[src/rtl/serial_mag_comparator.sv]
// -----------------------------------------------------------------------------
// serial_mag_comparator
//   Bit-serial, MSB-first unsigned magnitude comparator. Operands are captured
//   on an accepted start, then one bit pair per clock is fed through the 1-bit
//   compare cell (cmp_bit). The first differing bit decides the result; it is
//   held in sticky flags and published on less/great/eq with a one-cycle done.
//
//   Optional build macro: SERIAL_CMP_EARLY_EXIT_EN
//     Defined   : leave SHIFT on the first differing bit pair (shorter latency,
//                 identical results).
//     Undefined : fixed WIDTH-clock latency.
//
//   Ports
//     clk    in   clock, rising edge
//     rst_n  in   asynchronous active-low reset
//     start  in   begin a comparison (accepted in IDLE only)
//     a, b   in   WIDTH-bit unsigned operands, sampled on the accepting edge
//     busy   out  high while bits are being evaluated
//     done   out  one-cycle pulse, result valid in this cycle
//     less   out  A <  B  (held until the next done)
//     great  out  A >  B
//     eq     out  A == B
// -----------------------------------------------------------------------------

// 1-bit compare cell
module cmp_bit (
   input  logic a,
   input  logic b,
   output logic less,
   output logic great,
   output logic eq
);
   assign less  = ~a &  b;
   assign great =  a & ~b;
   assign eq    = ~(a ^ b);
endmodule

module serial_mag_comparator #(
   parameter int WIDTH = 8
) (
   input  logic             clk,
   input  logic             rst_n,
   input  logic             start,
   input  logic [WIDTH-1:0] a,
   input  logic [WIDTH-1:0] b,
   output logic             busy,
   output logic             done,
   output logic             less,
   output logic             great,
   output logic             eq
);
   // counter must be at least one bit wide even for WIDTH=1
   localparam int CW = (WIDTH > 1) ? $clog2(WIDTH) : 1;

   typedef enum logic [1:0] {IDLE, SHIFT, DONE} state_t;

   state_t           state;
   logic [WIDTH-1:0] sa, sb;
   logic [CW-1:0]    cnt;
   logic             gt_r, lt_r;

   logic c_lt, c_gt, c_eq;
   logic decided, gt_nx, lt_nx, last;

   cmp_bit u_cell (
      .a     (sa[WIDTH-1]),
      .b     (sb[WIDTH-1]),
      .less  (c_lt),
      .great (c_gt),
      .eq    (c_eq)
   );

   // once a flag is set the lower bits no longer matter
   assign decided = gt_r | lt_r;
   assign gt_nx   = decided ? gt_r : c_gt;
   assign lt_nx   = decided ? lt_r : c_lt;

`ifdef SERIAL_CMP_EARLY_EXIT_EN
   assign last = (cnt == '0) | ~c_eq;
`else
   assign last = (cnt == '0);
`endif

   always_ff @(posedge clk or negedge rst_n) begin
      if (!rst_n) begin
         state <= IDLE;
         sa    <= '0;
         sb    <= '0;
         cnt   <= '0;
         gt_r  <= 1'b0;
         lt_r  <= 1'b0;
         busy  <= 1'b0;
         done  <= 1'b0;
         less  <= 1'b0;
         great <= 1'b0;
         eq    <= 1'b0;
      end else begin
         case (state)
            IDLE: begin
               if (start) begin
                  sa    <= a;
                  sb    <= b;
                  cnt   <= CW'(WIDTH - 1);
                  gt_r  <= 1'b0;
                  lt_r  <= 1'b0;
                  busy  <= 1'b1;
                  state <= SHIFT;
               end
            end
            SHIFT: begin
               gt_r <= gt_nx;
               lt_r <= lt_nx;
               sa   <= sa << 1;
               sb   <= sb << 1;
               cnt  <= cnt - 1'b1;
               if (last) begin
                  // undecided so far -> equality rests on this last bit pair
                  less  <= lt_nx;
                  great <= gt_nx;
                  eq    <= ~decided & c_eq;
                  busy  <= 1'b0;
                  done  <= 1'b1;
                  state <= DONE;
               end
            end
            DONE: begin
               done  <= 1'b0;
               state <= IDLE;
            end
            default: state <= IDLE;
         endcase
      end
   end
endmodule

[config.mk]
export PLATFORM = sky130hd
export DESIGN_NAME = serial_mag_comparator
export DESIGN_NICKNAME = d
export VERILOG_FILES = /design/src/rtl/serial_mag_comparator.sv
export SDC_FILE = /design/constraint.sdc
export NUM_CORES = 1
export LEC_CHECK = 0
export ABC_AREA = 1
export CAP_MARGIN = 30
export CORE_MARGIN = 1.5
export CORE_UTILIZATION = 45
export DETAILED_ROUTE_END_ITERATION = 10
export GPL_TIMING_DRIVEN = 0
export PLACE_DENSITY = 0.71
export SLEW_MARGIN = 5
export SYNTH_ARGS = -nofsm -noshare
export SYNTH_HDL_FRONTEND = slang
export SYNTH_SLANG_ARGS = --single-unit
[constraint.sdc]
create_clock -name clk -period 1.16 [get_ports clk]
set_clock_uncertainty 0.05 [all_clocks]
set_input_delay 0.174 -clock clk [delete_from_list [all_inputs] [get_ports clk]]
set_output_delay 0.174 -clock clk [all_outputs]
set_load 0.1 [all_outputs]
==> impl_metrics.sql <==
INSERT INTO impl_metrics (metric_group, metric, value, unit) VALUES
('status', 'outcome', 'finished, violations left', ''),
('status', 'failed_checks', 'negative setup slack', ''),
('cells_and_area', 'area_added_between_synthesis_and_finish', '42.54', '%'),
('detailed_routing', 'totalWireLength', '3448', 'um'),
('timing', 'final_critical_path_setup_slack', '-0.02904', 'ns'),
('job', 'cap_viol_max_count', '0', ''),
('place', 'place_worst_setup_slack', '-0.5320', 'ns'),
('power_and_ir_drop', 'power_density', '2793', 'nW/um^2'),
('synthesis', 'synth_cell_type_count', '20', ''),
('timing', 'maxSlewHeadroom', '56.03', '%'),
('grt', 'antenna_found_initial', '0', ''),
('cells_and_area', 'num_antenna_cells', '0', ''),
('timing', 'max_slew_violations', '0', ''),
('die', 'coreArea', '3337', 'um^2'),
('timing', 'share_of_the_clock_period_used_by_the_worst_path_after_layout', '102.5', '%'),
('timing', 'finalCriticalPeriod', '1.189', 'ns'),
('grt', 'global_route_total_overflow', '0', ''),
('cts', 'worst_setup_hold_path_clk_slew', '0.15', 'ns'),
('cts', 'clk_root_buffer_cell', 'sky130_fd_sc_hd__clkbuf_4', ''),
('cts', 'htreeDepth', '1', ''),
('synthesis', 'synthesis.area_per_instance', '8.120', 'um^2'),
('die', 'die_y_extent', '61.86', 'um'),
('place', 'routability_congestion', '0.7353', ''),
('synthesis', 'ys_warn_count', '0', ''),
('setup_path', 'cp_slowest_stage_delay', '0.46', 'ns'),
('cells_and_area', 'mostFrequentLayoutCells', 'sky130_fd_sc_hd__nand2_1, sky130_fd_sc_hd__inv_1, sky130_fd_sc_hd__nand3_1', ''),
('cts', 'numCtsBuffers', '3', ''),
('setup_path', 'critical_path.max_fanout', '2', ''),
('die', 'num_io_pins', '24', ''),
('timing', 'unrepaired_setup_endpoints_after_global_routing', 'true', ''),
('die', 'starting_density_of_the_core', '46.72', '%'),
('grt', 'first_global_vias', '1166', ''),
('setup_path', 'worst_path_cell_with_the_longest_stage_delay', 'sky130_fd_sc_hd__dfrtp_2', ''),
('synthesis', 'cells_after_synth', '192', ''),
('grt', 'grt.total_usage', '18.50', '%'),
('setup_path', 'critPathArrivalTime', '0.97', 'ns'),
('detailed_routing', 'dr.first_iter.drc_count', '48', ''),
('detailed_routing', 'vias_per_cell', '4.783', ''),
('timing', 'worst_slew_pin_slew', '0.6575', 'ns'),
('place', 'buffer_ports.inserted', '23', ''),
('detailed_routing', 'routed_wire_length_per_instance', '12.45', 'um'),
('detailed_routing', 'drt_first_pass_iters', '4', ''),
('synthesis', 'syn_nets', '215', ''),
('detailed_routing', 'detailroute.via_count', '1325', ''),
('cts', 'cts.sinks', '28', ''),
('setup_path', 'cp_cell_sequence', 'buf_12', ''),
('setup_path', 'timing.critical_path.required', '0.94', 'ns'),
('detailed_routing', 'drc', '0', ''),
('cts', 'cts_max_path_bufs', '2', ''),
('cells_and_area', 'final.fill_count', '297', ''),
('die', 'placement_rows', '21', ''),
('cells_and_area', 'instances_no_fill', '277', ''),
('synthesis', 'synth_seq_area_share', '44.94', '%'),
('place', 'hpwlAfterDp', '2166', 'um'),
('grt', 'pin_count_of_the_biggest_net_entering_global_routing', '18', ''),
('cells_and_area', 'post_route_cells_drive_above_1_share', '31.17', '%'),
('setup_path', 'cp-start-kind', 'flop', ''),
('cells_and_area', 'mostFrequentLayoutCell', 'sky130_fd_sc_hd__nand2_1', ''),
('setup_path', 'worstSetupPathType', 'reg2out', ''),
('setup_path', 'critical_path_buf_inv_count', '1', ''),
('power_and_ir_drop', 'vdd_drop_max', '1.148', 'mV'),
('detailed_routing', 'number_of_routed_nets_with_antenna_violations', '0', ''),
('timing', 'setup-violations-final', '11', ''),
('power_and_ir_drop', 'leakage_power', '1.154', 'nW'),
('cts', 'clock_latency_at_the_later_pin_of_the_worst_skew_pair', '0.33', 'ns'),
('grt', 'global_route_wire_length_before_repair', '5181', 'um'),
('cells_and_area', 'multi_input_area', '725.7', 'um^2'),
('timing', 'clock.fmax', '841.0', 'MHz'),
('min_path', 'min_path_type', 'in2async', ''),
('synthesis', 'ys_ff_latch', '28', ''),
('cells_and_area', 'fin_nets', '255', ''),
('die', 'die_w', '61.86', 'um'),
('cts', 'tritoncts', 'done', ''),
('timing', 'finalHoldViolCount', '0', ''),
('setup_path', 'critical-path-top-delay-family', 'flip-flops', ''),
('synthesis', 'netlist_area', '1559', 'um^2'),
('cells_and_area', 'seqCellArea', '708.2', 'um^2'),
('place', 'place.detailed.instances', '262', ''),
('die', 'die_area', '3827', 'um^2'),
('setup_path', 'setup.worst_path.end_class', 'output port', '');
## cells by family (layout without fill, tap and decap cells)
logic type                 count (synthesis)  in the layout  synth area share, %
and+or+nand+nor                          101            101                32.50
buffers and inverters                     50             89                15.25
DFF                                       28             28                44.94
AOI/OAI and AO/OA                          9              9                4.093
adders and majority gates                  4              4                3.210
## stage by stage
stage               hold slack (ns)  TNS [ns]  cell area (um^2)  total power, mW  util (%)
global placement             0.4134    -23.67              1856            4.654     55.61
finish                       0.1727   -0.1532              2222            6.206     66.59
detailed placement           0.4268    -6.894              1883            4.749     56.43
CTS                          0.1834   -0.1537              1992            5.443     59.69
floorplan                   -0.1716         0              1568            4.074         -
global route                 0.2016    -1.607              2222            6.663     66.59
## area by class of cell
class | instances | area share (%)
Multi-Input combinational cell | 114 | 32.66
Sequential cell | 28 | 31.87
Timing Repair Buffer | 35 | 19.14
Inverter | 41 | 7.264
Buffer | 9 | 5.293
Tap cell | 46 | 2.590
Clock buffer | 4 | 1.182
## routing by layer
metal,global-route usage (%),vias to the layer above,share of wire [%]
met5,0,-,0
met4,6.383,0,2.0
met3,1.863,7,2.7
met2,31.58,27,53
met1,24.51,620,43
li1,-,671,-
## state kept, by name, indices dropped and copies added (netlist names)
register,flops
eq,1
lt_r,1
done,1
great,1
busy,1
state,2
gt_r,1
cnt,3
sb,8
sa,8
less,1
## final timing paths
kind | cells after the start | end | slack [ns] | start
worst max-delay path | 1 | eq | -0.03 | eq
worst min-delay path | 1 | sb[4] | 0.17 | rst_n
worst max register to register | 6 | cnt[2] | -0.02 | cnt[1]
worst min register to register | 2 | sb[3] | 0.48 | sb[3]
max in group asynchronous | 2 | great | 0.37 | rst_n
min in group clk | 3 | sa[0] | 0.33 | a[0]
## Yosys cell counts, drive strengths merged
cell type,count,area (um^2)
o21ai,9,63.81
nand3,44,240.2
dfrtp,28,700.7
nor2,5,28.78
nand2,52,237.7
inv,41,156.4
buf,9,81.32
ha,4,50.05
## power breakdown
group	leakage (nW)	total, mW	internal, mW	switching, mW
clock network	0.0150	0.430	0.135	0.295
logic	0.812	4.04	1.78	2.26
registers	0.328	1.74	1.45	0.282
total	1.15	6.21	3.37	2.84
## timing repair
action	4_1_cts	5_1_grt
pin swaps	4	10
gates resized for setup	49	37
hold buffers	0	0
endpoints found under the setup margin	32	30
gates cloned	0	2
buffers inserted	4	5
Note: power is estimated with default switching activity, not from simulation.
